### config.mk
export PLATFORM = sky130hd
export DESIGN_NAME = line_square_packer
export DESIGN_NICKNAME = d
export VERILOG_FILES = /design/src/rtl/line_square_packer.sv
export SDC_FILE = /design/constraint.sdc
export NUM_CORES = 1
export LEC_CHECK = 0
export BUFFER_PORTS_ARGS = -buffer_cell sky130_fd_sc_hd__buf_4
export CAP_MARGIN = 20
export CELL_PAD_IN_SITES_DETAIL_PLACEMENT = 2
export CELL_PAD_IN_SITES_GLOBAL_PLACEMENT = 2
export CORE_UTILIZATION = 40
export DETAILED_ROUTE_END_ITERATION = 7
export GPL_ROUTABILITY_DRIVEN = 0
export PLACE_DENSITY = 0.82
export SLEW_MARGIN = 20
export SYNTH_ARGS = -nofsm -noshare
export SYNTH_HDL_FRONTEND = slang
export SYNTH_SLANG_ARGS = --single-unit
### constraint.sdc
create_clock -name CLK -period 3.3 [get_ports CLK]
set_clock_uncertainty 0.05 [all_clocks]
set_input_delay 0.66 -clock CLK [delete_from_list [all_inputs] [get_ports CLK]]
set_output_delay 0.66 -clock CLK [all_outputs]
set_load 0.005 [all_outputs]
### src/rtl/line_square_packer.sv
// Pixel-to-line packer with ping-pong banks; feeds adder_tree one LINE_SIZE line at a time.
// Optional macro PIX_SQUARE_EN: store pix_in*pix_in instead of zero-extended pix_in.
module line_square_packer #(
    parameter int PIXEL_SIZE = 8,
    parameter int LINE_SIZE  = 16
) (
    input  logic                                     CLK,
    input  logic                                     RST_N,
    input  logic [PIXEL_SIZE-1:0]                    pix_in,
    input  logic                                     pix_valid,
    input  logic                                     pix_last,
    output logic                                     pix_ready,
    output logic [LINE_SIZE-1:0][2*PIXEL_SIZE-1:0]   line_out,
    output logic [$clog2(LINE_SIZE):0]               line_len,
    output logic                                     line_valid,
    input  logic                                     line_ready
);

    localparam int PW    = 2 * PIXEL_SIZE;
    localparam int IDX_W = $clog2(LINE_SIZE);
    localparam int LEN_W = IDX_W + 1;

    logic [PW-1:0]         bank [2][LINE_SIZE];
    logic [1:0][LEN_W-1:0] bank_len;
    logic [1:0]            bank_full;
    logic                  wr_bank;
    logic                  rd_bank;
    logic [IDX_W-1:0]      wr_idx;

    logic                  pix_fire;
    logic                  line_fire;
    logic                  line_end;
    logic [PW-1:0]         elem;

    assign pix_ready  = !bank_full[wr_bank];
    assign line_valid = bank_full[rd_bank];
    assign line_len   = bank_len[rd_bank];

    assign pix_fire  = pix_valid && pix_ready;
    assign line_fire = line_valid && line_ready;
    assign line_end  = (wr_idx == IDX_W'(LINE_SIZE - 1)) || pix_last;

`ifdef PIX_SQUARE_EN
    assign elem = PW'(pix_in) * PW'(pix_in);
`else
    assign elem = PW'(pix_in);
`endif

    // NOTE: sample storage has no reset; bank_full/bank_len decide what is real,
    // so a reset-free memory is both legal and cheaper to map to RAM.
    always_ff @(posedge CLK) begin
        if (pix_fire) begin
            bank[wr_bank][wr_idx] <= elem;
        end
    end

    // Completion and consumption always target different banks, so both
    // bit updates of bank_full can land on the same edge.
    always_ff @(posedge CLK or negedge RST_N) begin
        if (!RST_N) begin
            bank_full <= '0;
            bank_len  <= '0;
            wr_bank   <= 1'b0;
            rd_bank   <= 1'b0;
            wr_idx    <= '0;
        end else begin
            if (pix_fire) begin
                if (line_end) begin
                    bank_full[wr_bank] <= 1'b1;
                    bank_len[wr_bank]  <= LEN_W'(wr_idx) + LEN_W'(1);
                    wr_bank            <= ~wr_bank;
                    wr_idx             <= '0;
                end else begin
                    wr_idx <= wr_idx + IDX_W'(1);
                end
            end
            if (line_fire) begin
                bank_full[rd_bank] <= 1'b0;
                rd_bank            <= ~rd_bank;
            end
        end
    end

    // Elements past line_len read as zero so a short line sums only real pixels.
    // NOTE: default assigned first so every path drives line_out (no latch).
    always_comb begin
        line_out = '0;
        for (int i = 0; i < LINE_SIZE; i++) begin
            if (LEN_W'(i) < line_len) begin
                line_out[i] = bank[rd_bank][i];
            end
        end
    end

endmodule

* After elaboration in Yosys (flattened, before gate mapping) *
Memory sizes are Yosys's and may differ from the RTL's.
Cells that the tools add are included.
W data, S select, Z words.

word-level totals
  bits in registers = 18
  RAM bits = 256
  input port bits = 13
  output and inout bits = 263
  logic and storage cells = 83
  memories kept = 1

operators by class
  add/subtract/negate cells = 2
  order comparisons = 22
  equal/unequal tests = 1
  mux-type cells = 37
  bitwise operators = 6
  reductions and logical operators = 8

memory list
  memory  words  width  read ports  clocked after Yosys merged registers in  write ports  RTL line  source
  bank    2      128    1           0                                        1            23        logic [PW-1:0] bank [2][LINE_SIZE];

operators with widths
  operator               number
  $mux W16               17
  $mux W256              1
  $demux W16 S4          1
  $lt A4 B5 Y1 const A   8
  $lt A3 B5 Y1 const A   4
  $mux W5                3
  $bwmux W10             1
  $lt A1 B5 Y1 const A   2
  $lt A2 B5 Y1 const A   2
  $mux W1                7
  $mux W2                3
  $add A4 B1 Y5 const B  1
  $demux W5 S1           1
  $ge A5 B5 Y1 const B   1
  $logic_and A1 B1 Y1    5
  $lt A5 B1 Y1 const B   1
  $not A4 Y5             1
  $add A4 B1 Y4 const B  1
  $eq A4 B4 Y1 const B   1
  $lt A1 B2 Y1 const B   2
  $mux W4                1
  $and A2 B2 Y2          1
  $demux W1 S1           2
  $ge A1 B1 Y1 const B   2
  other kinds (6)        7

* Longest topological paths before layout *
Gate-level depths: netlist (run 1).

  word-level depth = 9
  depth in mapped cells = 6

* Worst setup path after synthesis (run 1) *
Ideal clock, no wire load.

  path kind = reg2out
  from = register rd_bank
  to = output line_out[69] in the netlist's numbering
  arrival time = 1.615 ns
  data required time = 2.590 ns
  slack = 0.975 ns
  cell stages (with the launch flop) = 6
  cell sequence = dfrtp_1 mux2i_2 inv_2 nor4_4 buf_6 a21oi_1

RTL lines
  what                      RTL line  source
  start: declaration        27        logic rd_bank;
  start signal: assignment  79        rd_bank <= ~rd_bank;
  end: declaration          13        output logic [LINE_SIZE-1:0][2*PIXEL_SIZE-1:0] line_out,

==> flow_summary.rst, run 1 <==
.. list-table::
   :header-rows: 1

   * - Metric
     - Value
   * - TritonCTS clock tree
     - yes
   * - Overflow after GRT
     - 0
   * - Area growth from synthesis to final layout
     - 19.7%
   * - Number of inserted filler cells in the final layout
     - 2,903
   * - Routed Wire Length
     - about 36,000 µm
   * - Yosys cell types
     - 55
   * - Static Leak
     - a little under 6 nW
   * - Wire length of the first global-routing pass
     - between 50,000 and 60,000 µm
   * - Type of the most critical hold path
     - primary input to register
   * - Peak supply drop
     - about 0.00035 V
   * - Cell Pwr Density
     - 737 nW/µm²
   * - Worst slew margin relative to its limit
     - 0.410
   * - Status
     - finished, final reports clean
   * - Routed length per instance
     - around 25 µm
   * - WP data required
     - 2.59 ns
   * - Vias in the first global route
     - around 8k
   * - Number of nets still failing antenna checks after routing
     - 0
   * - Number of antenna violations at the first check in global routing
     - 3
   * - GR Util All Layers
     - 0.231
   * - Post-detail-place hpwl
     - around 22,000 µm
   * - Fin crit period
     - ~3.2 ns
   * - Max Root-Sink Buffers
     - 3
   * - Die height
     - ~180 µm
   * - DIE WIDTH
     - around 180 µm
   * - Placeable core region
     - between 20,000 and 30,000 µm²
   * - Final setup viols
     - 0
   * - CP Class
     - register to output port
   * - Avg Vias per Cell
     - slightly above 5
   * - Gate Count Post-Synth
     - roughly 820
   * - Biggest cell delay along the critical path
     - ~0.54 ns
   * - Initial detailed-routing violation count
     - 405
   * - Tightest Pin Transition
     - 0.882 ns
   * - Critical path, cell by cell
     - buf_16 > a211oi_1 > a211o_1 > a21oi_1 > buf_4
   * - Syn Std Cell Area
     - between 10,000 and 15,000 µm²
   * - Routed via count
     - between 7k and 8k
   * - Critical-path maximum fanout
     - 45
   * - Number of sinks on the clock net
     - about 270
   * - Initial Utilization
     - 0.406
   * - TritonCTS buffer count
     - 30
   * - Setup repair after global routing missed its margin
     - true
   * - Number of max-slew violations in the final report
     - 0
   * - Fraction of layout instances using a drive strength above 1
     - 0.264
   * - Leading cell type in the layout, fill and taps excluded
     - sky130_fd_sc_hd__edfxtp_1
   * - Primary flip-flop cell chosen by synthesis mapping
     - sky130_fd_sc_hd__edfxtp_1
   * - Total number of nets in the final design
     - ~1.0k
   * - Synthesis-stage register bit count
     - about 270
   * - Count of endpoints failing hold in the final timing report
     - 0
   * - Mean instance size in the synthesized netlist
     - 14.7 µm²
   * - Source-to-sink clock delay at the later pin of the worst-skew pair
     - about 0.55 ns
   * - DRC Markers
     - 0
   * - Worst setup EP type
     - output port
   * - Total Power
     - approximately 11 mW
   * - EDFF count, synth
     - 256
   * - Syn. warnings
     - 0
   * - Drt pass-1 iters
     - 4
   * - Max Clk Rate
     - roughly 300 MHz
   * - Largest net degree at the start of global routing
     - 46
   * - Number of max-cap violations
     - 0
   * - Clock transition at the registers of the reported paths
     - around 0.06 ns
   * - Highest-count cells in the layout ignoring fill and taps
     - 256 x sky130_fd_sc_hd__edfxtp_1, 191 x sky130_fd_sc_hd__buf_4, 128 x sky130_fd_sc_hd__conb_1, 105 x sky130_fd_sc_hd__mux2i_1, 98 x sky130_fd_sc_hd__nor2_1
   * - Number of H-tree levels
     - 1
   * - Kind of start point of the critical path
     - register
   * - Post-synthesis sequential area ratio
     - 0.676
   * - Cell with the biggest individual delay on the critical path
     - sky130_fd_sc_hd__dfrtp_4
   * - Worst hold slack
     - around 0.35 ns
   * - Arrival @ worst endpoint
     - 2.54 ns
   * - Share of the core filled with cells in the final layout
     - 0.486
   * - Part of the cycle the worst path needs
     - 0.984
   * - Total Die Area
     - a little over 30,000 µm²
   * - Placement row count
     - 63
   * - Total I/O pin count
     - between 200 and 300
   * - Share of synthesized flip-flops with an asynchronous set or reset
     - 0.0657
   * - Number of buffers inserted by port buffering
     - ~150
   * - CTS root buffer
     - sky130_fd_sc_hd__clkbuf_16
registers in the layout (all words and copies together), names as in the netlist:
register	cells
bank_len	10
bank_full	2
wr_idx	4
wr_bank	1
bank	256
rd_bank	1
synth_stat cells, types with 3 or more instances:
library cell,n,area share
sky130_fd_sc_hd__a32oi_1,9,0.0065
sky130_fd_sc_hd__nor2b_1,17,0.0088
sky130_fd_sc_hd__buf_6,3,0.0028
sky130_fd_sc_hd__nor2_1,100,0.031
sky130_fd_sc_hd__nor3_1,9,0.0037
sky130_fd_sc_hd__a311oi_1,8,0.0058
sky130_fd_sc_hd__nand3b_1,3,0.0019
sky130_fd_sc_hd__dfrtp_1,18,0.037
sky130_fd_sc_hd__buf_4,130,0.081
sky130_fd_sc_hd__clkbuf_1,11,0.0034
sky130_fd_sc_hd__ha_1,4,0.0042
sky130_fd_sc_hd__nand3_1,8,0.0033
sky130_fd_sc_hd__inv_1,6,0.0019
sky130_fd_sc_hd__mux2i_1,105,0.087
sky130_fd_sc_hd__mux2_2,12,0.011
sky130_fd_sc_hd__edfxtp_1,256,0.64
sky130_fd_sc_hd__a21oi_1,27,0.011
sky130_fd_sc_hd__a32o_1,16,0.013
sky130_fd_sc_hd__buf_2,20,0.0083
sky130_fd_sc_hd__nand2_1,7,0.0022
sky130_fd_sc_hd__a211oi_1,9,0.0056
final timing paths:
path | from | endpoint | slack, ns | depth (start not counted)
worst max-delay path | rd_bank | line_out[166] | 0.05 | 5
worst min-delay path | line_ready | rd_bank | 0.35 | 2
worst max register to register | wr_bank | bank[0][70] | 0.59 | 4
max in group asynchronous | RST_N | rd_bank | 2.42 | 2
worst min register to register | bank_len[8] | bank_len[8] | 0.54 | 1
min in group asynchronous | RST_N | bank_full[0] | 0.52 | 2
per-stage QoR:
stage | setup WS (ns) | cell area [µm²] | cells | TNS (ns)
finish | 0.0520 | 14400 | 1426 | 0
global route | -0.0139 | 14400 | 1426 | -0.0139
CTS | 0.0249 | 14400 | 1423 | 0
detailed placement | 0.327 | 13300 | 1361 | 0
global placement | 0.369 | 13300 | 1361 | 0
floorplan | 0.975 | 12500 | 948 | 0
per-layer routing:
| layer | GRT usage | wire length (µm) |
|---|---|---|
| met1 | 0.291 | 14600 |
| met2 | 0.412 | 18500 |
| met3 | 0.0279 | 1430 |
| met4 | 0.0750 | 994 |
| met5 | 0 | 0 |
critical path: cells and delay by family, from the launching register on:
| kind | cells | cell delay [ns] |
|---|---|---|
| buffers and inverters | 2 | 0.50 |
| flip-flops | 1 | 0.54 |
| AO/OA/AOI/OAI | 3 | 0.94 |
power by group:
part | internal [mW] | switching (mW) | leakage, nW | total, mW
Sequential | 3.99 | 0.218 | 2.54 | 4.20
Combinational | 1.35 | 1.73 | 2.85 | 3.08
Clock | 1.94 | 1.39 | 0.472 | 3.33
Total | 7.28 | 3.34 | 5.86 | 10.6
cell families (layout without fill, tap and decap cells):
group           Yosys count  count (layout)  share of synthesized area
xor+xnor                  2               2                    0.00145
other cells               1             129                   0.000311
mux                     119             119                      0.101
flops                   274             274                      0.676
simple gates            160             160                     0.0626
buf+inv                 173             260                     0.0987
fa+ha+maj                 4               4                    0.00416
compound gates           88              88                     0.0557
cell type report:
type | count | area [µm²] | share of cell area
flip-flops and latches | 274 | 8140 | 0.565
clock buffers | 37 | 798 | 0.0554
repair buffers | 196 | 1540 | 0.107
diodes | 1 | 2.50 | 0.000174
inverters | 8 | 30.0 | 0.00208
well taps | 390 | 488 | 0.0339
clock inverters | 19 | 168 | 0.0116
multi-input cells | 501 | 3250 | 0.225
repair_timing:
action | in CTS | in global routing
pin swaps | 0 | 1
gates resized for setup | 5 | 7
gates cloned | 1 | 0
endpoints found under the setup margin | 112 | 27
hold endpoints to repair | 18 | 0
hold buffers | 1 | 0
buffers inserted | 4 | 2
Power figures use the tool's default switching activity.
==> run 2: changes to the inputs <==
- RECOVER_POWER: not set -> 25
==> flow_summary.rst, run 2 (synthesized netlist as in run 1, its figures left out) <==
.. list-table::
   :header-rows: 1

   * - Metric
     - Value
   * - Total I/O pin count
     - between 200 and 300
   * - DIE WIDTH
     - between 150 and 200 µm
   * - FF-to-FF Start
     - wr_bank
   * - Placement row count
     - 63
   * - Largest net degree at the start of global routing
     - 46
   * - Sequential standard cell area
     - between 8000 and 9000 µm²
   * - Wire length of the first global-routing pass
     - between 50,000 and 60,000 µm
   * - Share of power burned in registers
     - 0.396
   * - GR Util All Layers
     - 0.231
   * - Final setup viols
     - 0
   * - Flop2flop setup slack
     - slightly below 0.6 ns
   * - Initial Utilization
     - 0.406
   * - Number of nets still failing antenna checks after routing
     - 0
   * - Worst Hold Path EP
     - rd_bank
   * - CP Class
     - register to output port
   * - Net Switching
     - approximately 3.3 mW
   * - Number of sinks on the clock net
     - around 270
   * - Area growth from synthesis to final layout
     - 19.4%
   * - Final instance count without filler cells
     - ~1.4k
   * - Count of endpoints failing hold in the final timing report
     - 0
   * - Die height
     - around 180 µm
   * - Total Power
     - around 11 mW
   * - Routed Wire Length
     - 35,700 µm
   * - Number of max-cap violations
     - 8
   * - Max Root-Sink Buffers
     - 3
   * - Total Die Area
     - 30,800 µm²
   * - Tightest Pin Transition
     - around 2.1 ns
   * - Overflow after GRT
     - 0
   * - Number of antenna violations at the first check in global routing
     - 3
   * - TritonCTS buffer count
     - 30
   * - Arrival @ worst endpoint
     - approximately 2.5 ns
   * - Part of the power in combinational logic
     - 0.290
   * - Internal cell power
     - 7.28 mW
   * - Fin crit period
     - between 3 and 4 ns
   * - Number of inserted filler cells in the final layout
     - roughly 2.9k
   * - DRC Markers
     - 0
   * - Failing checks
     - capacitance limit, slew limit
   * - WP data required
     - approximately 2.6 ns
   * - Leading cell type in the layout, fill and taps excluded
     - sky130_fd_sc_hd__edfxtp_1
   * - Total number of nets in the final design
     - slightly above 1k
   * - Fraction of layout instances using a drive strength above 1
     - 0.256
   * - Net Sw Frac
     - 0.315
   * - Status
     - finished with violations
   * - Avg Vias per Cell
     - 5.13
   * - Power share of the clock group
     - 0.313
   * - Type of the most critical hold path
     - primary input to register
   * - CTS root buffer
     - sky130_fd_sc_hd__clkbuf_16
   * - Number of buffers inserted by port buffering
     - 147
   * - Worst setup EP type
     - output port
   * - Drt pass-1 iters
     - 7
   * - Routed via count
     - ~7.3k
   * - Fin worst setup slack
     - 0.0539 ns
   * - Worst reg2reg path endpoint
     - bank[0][70]
   * - Number of max-slew violations in the final report
     - 264
   * - Critical-path maximum fanout
     - 8
   * - TritonCTS clock tree
     - yes
   * - Kind of start point of the critical path
     - register
   * - Clock transition at the registers of the reported paths
     - roughly 0.070 ns
   * - Post-place setup slack
     - roughly 0.33 ns
   * - Worst Reg-to-Reg Cells
     - 4
   * - Peak supply drop
     - about 0.00035 V
   * - Static Leak
     - between 5 and 6 nW
   * - Flip-flop count of the largest register, all copies and words added
     - between 200 and 300
   * - Setup repair after global routing missed its margin
     - true
   * - Post-detail-place hpwl
     - about 22,000 µm
   * - Vias in the first global route
     - just under 8k
   * - Worst slew margin relative to its limit
     - -0.383
   * - Register bank with the most flops
     - bank
   * - Count of cells along the worst hold path
     - 2
   * - Highest-count cells in the layout ignoring fill and taps
     - 256 x sky130_fd_sc_hd__edfxtp_1, 183 x sky130_fd_sc_hd__buf_4, 128 x sky130_fd_sc_hd__conb_1, 105 x sky130_fd_sc_hd__mux2i_1, 98 x sky130_fd_sc_hd__nor2_1
   * - Post-placement cell count
     - between 1k and 1.5k
   * - Part of the cycle the worst path needs
     - 0.984
   * - Placeable core region
     - approximately 30,000 µm²
   * - Initial detailed-routing violation count
     - approximately 430
   * - Cell Pwr Density
     - between 700 and 800 nW/µm²
   * - Worst hold start
     - line_ready
   * - Source-to-sink clock delay at the later pin of the worst-skew pair
     - 0.55 ns
   * - Max Clk Rate
     - 308 MHz
   * - Number of H-tree levels
     - 1
   * - Largest registers
     - bank: 256 flops, bank_len: 10 flops, wr_idx: 4 flops
   * - Routed length per instance
     - between 20 and 30 µm
   * - Area of combinational cells with multiple inputs
     - 3250 µm²
-- run 2: layer usage --
layer / part of all wire / global-route usage / vias to the layer above
met5: 0 / 0 / -
met4: 0.027 / 0.0750 / 0
met3: 0.046 / 0.0279 / 54
met2: 0.52 / 0.412 / 271
met1: 0.41 / 0.291 / 3803
li1: - / - / 3188
-- run 2: per-stage QoR --
| step | hold WS, ns | area [µm²] | util | setup TNS (ns) |
|---|---|---|---|---|
| after floorplan | 0.314 | 12500 | - | 0 |
| after global placement | 0.464 | 13300 | 0.448 | 0 |
| after detailed placement | 0.499 | 13300 | 0.448 | 0 |
| after CTS | 0.303 | 14400 | 0.484 | 0 |
| after global routing | 0.332 | 14400 | 0.485 | -0.0139 |
| final | 0.348 | 14400 | 0.485 | 0 |
-- run 2: layout make-up --
cell class / count / share of cell area
sequential: 274 / 0.566
multi-input combinational: 501 / 0.226
timing repair buffer: 196 / 0.105
clock buffer: 37 / 0.0555
tap: 390 / 0.0339
clock inverter: 19 / 0.0117
inverter: 8 / 0.00209
antenna: 1 / 0.000174
-- run 2: power groups by stage --
stage	sequential (mW)	combinational, mW	clock (mW)
floorplan	4.15	1.80	0
global route	4.23	3.28	3.47
detailed placement	4.28	2.88	0
finish	4.21	3.08	3.33
global placement	4.25	2.77	0
CTS	4.20	3.05	3.37
-- run 2: critical path, stage by stage, from the launching register on --
cell	delay, ns
sky130_fd_sc_hd__dfrtp_1	0.51
sky130_fd_sc_hd__or4_1	0.65
sky130_fd_sc_hd__buf_4	0.22
sky130_fd_sc_hd__a32oi_1	0.33
sky130_fd_sc_hd__nor2_1	0.12
sky130_fd_sc_hd__buf_4	0.15
-- run 2: worst max path at each step --
stage                          to   startpoint  slack [ns]  cells after the start
global route        line_out[211]      rd_bank       -0.01                      5
CTS                  line_out[71]      rd_bank        0.02                      6
floorplan            line_out[69]      rd_bank        0.98                      5
detailed placement  line_out[167]      rd_bank        0.33                      5
global placement    line_out[167]      rd_bank        0.37                      5
finish              line_out[131]  bank_len[2]        0.05                      5
-- run 2: timing repair --
| action | CTS | global route |
|---|---|---|
| cloned | 1 | 0 |
| gates resized for setup | 5 | 7 |
| setup buffers | 4 | 2 |
| hold buffers | 1 | 0 |
| pin swaps | 0 | 1 |
| endpoints found under the setup margin | 112 | 27 |
| endpoints found under the hold margin | 18 | 0 |
==> run 3: changes to the inputs <==
- CTS_BUF_LIST: not set -> sky130_fd_sc_hd__clkbuf_16
- MAX_ROUTING_LAYER: not set -> met4
==> flow_summary.rst, run 3 (synthesized netlist as in run 1, its figures left out) <==
.. list-table::
   :header-rows: 1

   * - Metric
     - Value
   * - CTS root buffer
     - sky130_fd_sc_hd__clkbuf_16
   * - Post-place setup slack
     - roughly 0.33 ns
   * - DIE WIDTH
     - 176 µm
   * - Fin crit period
     - 3.26 ns
   * - Placement row count
     - 63
   * - Critical-path maximum fanout
     - 45
   * - Highest-count cells in the layout ignoring fill and taps
     - 256 x sky130_fd_sc_hd__edfxtp_1, 183 x sky130_fd_sc_hd__buf_4, 128 x sky130_fd_sc_hd__conb_1, 105 x sky130_fd_sc_hd__mux2i_1, 98 x sky130_fd_sc_hd__nor2_1
   * - Failing checks
     - capacitance limit, slew limit
   * - Overflow after GRT
     - 0
   * - Routed Wire Length
     - between 30,000 and 40,000 µm
   * - Arrival @ worst endpoint
     - around 2.6 ns
   * - Cell Pwr Density
     - 737 nW/µm²
   * - Register bank with the most flops
     - bank
   * - Total Die Area
     - roughly 31,000 µm²
   * - Number of buffers inserted by port buffering
     - roughly 150
   * - Initial detailed-routing violation count
     - 441
   * - Largest net degree at the start of global routing
     - between 40 and 50
   * - Wire length of the first global-routing pass
     - roughly 52,000 µm
   * - Part of the cycle the worst path needs
     - 0.988
   * - Source of the critical timing path
     - rd_bank
   * - Number of max-cap violations
     - 8
   * - Number of antenna violations at the first check in global routing
     - 3
   * - Area growth from synthesis to final layout
     - 19.4%
   * - Worst setup EP type
     - output port
   * - Final instance count without filler cells
     - ~1.4k
   * - Avg Vias per Cell
     - about 5.1
   * - Worst slew margin relative to its limit
     - -0.348
   * - Initial Utilization
     - 0.406
   * - Type of the most critical hold path
     - primary input to register
   * - Number of sinks on the clock net
     - about 270
   * - Final setup viols
     - 0
   * - Source-to-sink clock delay at the later pin of the worst-skew pair
     - 0.55 ns
   * - TritonCTS clock tree
     - yes
   * - CP Class
     - register to output port
   * - Cell with the biggest individual delay on the critical path
     - sky130_fd_sc_hd__dfrtp_4
   * - Total number of nets in the final design
     - around 1k
   * - Max Clk Rate
     - roughly 310 MHz
   * - Routed via count
     - between 7k and 8k
   * - Status
     - finished with violations
   * - Post-detail-place hpwl
     - ~22,000 µm
   * - Placeable core region
     - roughly 30,000 µm²
   * - Peak supply drop
     - between 0.0003 and 0.0004 V
   * - Routed length per instance
     - around 25 µm
   * - Fraction of layout instances using a drive strength above 1
     - 0.256
   * - FF-to-FF Start
     - wr_bank
   * - Flop2flop setup slack
     - around 0.57 ns
   * - Number of max-slew violations in the final report
     - between 200 and 300
   * - Count of endpoints failing hold in the final timing report
     - 0
   * - Biggest cell delay along the critical path
     - between 0.5 and 0.6 ns
   * - Leading cell type in the layout, fill and taps excluded
     - sky130_fd_sc_hd__edfxtp_1
   * - Total I/O pin count
     - approximately 280
   * - Number of H-tree levels
     - 1
   * - Setup repair after global routing missed its margin
     - true
   * - Count of cells along the worst hold path
     - 2
   * - Worst reg2reg path endpoint
     - bank[0][70]
   * - Fin worst setup slack
     - a little under 0.04 ns
   * - Tightest Pin Transition
     - around 2.0 ns
   * - Kind of start point of the critical path
     - register
   * - Max Root-Sink Buffers
     - 3
   * - Largest registers
     - bank: 256 flops, bank_len: 10 flops, wr_idx: 4 flops
   * - GR Util All Layers
     - 0.238
   * - Die height
     - ~180 µm
   * - Static Leak
     - around 5.9 nW
   * - Worst Reg-to-Reg Cells
     - 4
   * - Critical path, cell by cell
     - buf_16 > a211oi_1 > a211o_1 > a21oi_1 > buf_4
   * - DRC Markers
     - 0
   * - Drt pass-1 iters
     - 4
   * - Number of nets still failing antenna checks after routing
     - 0
   * - Worst hold start
     - line_ready
   * - Flip-flop count of the largest register, all copies and words added
     - around 260
   * - Clock transition at the registers of the reported paths
     - about 0.06 ns
   * - TritonCTS buffer count
     - 30
   * - WP data required
     - about 2.6 ns
   * - Vias in the first global route
     - between 7k and 8k
   * - Worst Hold Path EP
     - rd_bank
   * - Post-placement cell count
     - 1,361
## run 3: cell count changes in the layout (fill, tap and decap cells not counted)
cell | previous run | this run
sky130_fd_sc_hd__clkbuf_1 | 14 | 8
sky130_fd_sc_hd__inv_1 | 6 | 12
## run 3: layout make-up
class | count | area, µm²
Fill cell | 2904 | 15300
Sequential cell | 274 | 8140
Multi-Input combinational cell | 501 | 3250
Timing Repair Buffer | 196 | 1510
Clock buffer | 31 | 776
Tap cell | 390 | 488
Clock inverter | 25 | 190
Inverter | 8 | 30.0
Antenna cell | 1 | 2.50
## run 3: repair_timing
action,in CTS,in global routing
endpoints found under the setup margin,112,27
gates resized for setup,5,7
gates cloned,1,0
endpoints found under the hold margin,18,0
buffers inserted,4,2
pin swaps,0,1
hold buffers,1,0
## run 3: worst max-delay path, delay by kind of cell (launching register included)
family | cells | cell delay, ns
buffers and inverters | 2 | 0.50
AO/OA/AOI/OAI | 3 | 0.95
flip-flops | 1 | 0.54
## run 3: layer usage
| layer | vias up | wire (µm) | track usage |
|---|---|---|---|
| met2 | 288 | 18700 | 0.412 |
| met3 | 55 | 1650 | 0.0277 |
| li1 | 3185 | - | - |
| met4 | 0 | 966 | 0.0754 |
| met5 | - | 0 | - |
| met1 | 3808 | 14300 | 0.291 |
## run 3: stage by stage
| stage | power, mW | hold slack, ns | area, µm² | setup TNS [ns] | util |
|---|---|---|---|---|---|
| after floorplan | 5.95 | 0.314 | 12500 | 0 | - |
| after global placement | 7.02 | 0.464 | 13300 | 0 | 0.448 |
| after detailed placement | 7.16 | 0.499 | 13300 | 0 | 0.448 |
| after CTS | 10.6 | 0.303 | 14400 | 0 | 0.484 |
| after global routing | 11.0 | 0.332 | 14400 | -0.0139 | 0.485 |
| final | 10.6 | 0.339 | 14400 | 0 | 0.485 |
## run 3: where the power goes
part	leakage, nW	internal, mW	total (mW)	switching [mW]
clock network	0.497	1.92	3.31	1.38
registers	2.54	3.99	4.21	0.217
logic	2.82	1.35	3.08	1.73
total	5.85	7.26	10.6	3.33
## run 3: worst max-delay path by stage
stage	end	cells past startpoint
final	line_out[166]	5
after global placement	line_out[167]	5
after floorplan	line_out[69]	5
after detailed placement	line_out[167]	5
after CTS	line_out[71]	6
after global routing	line_out[211]	5
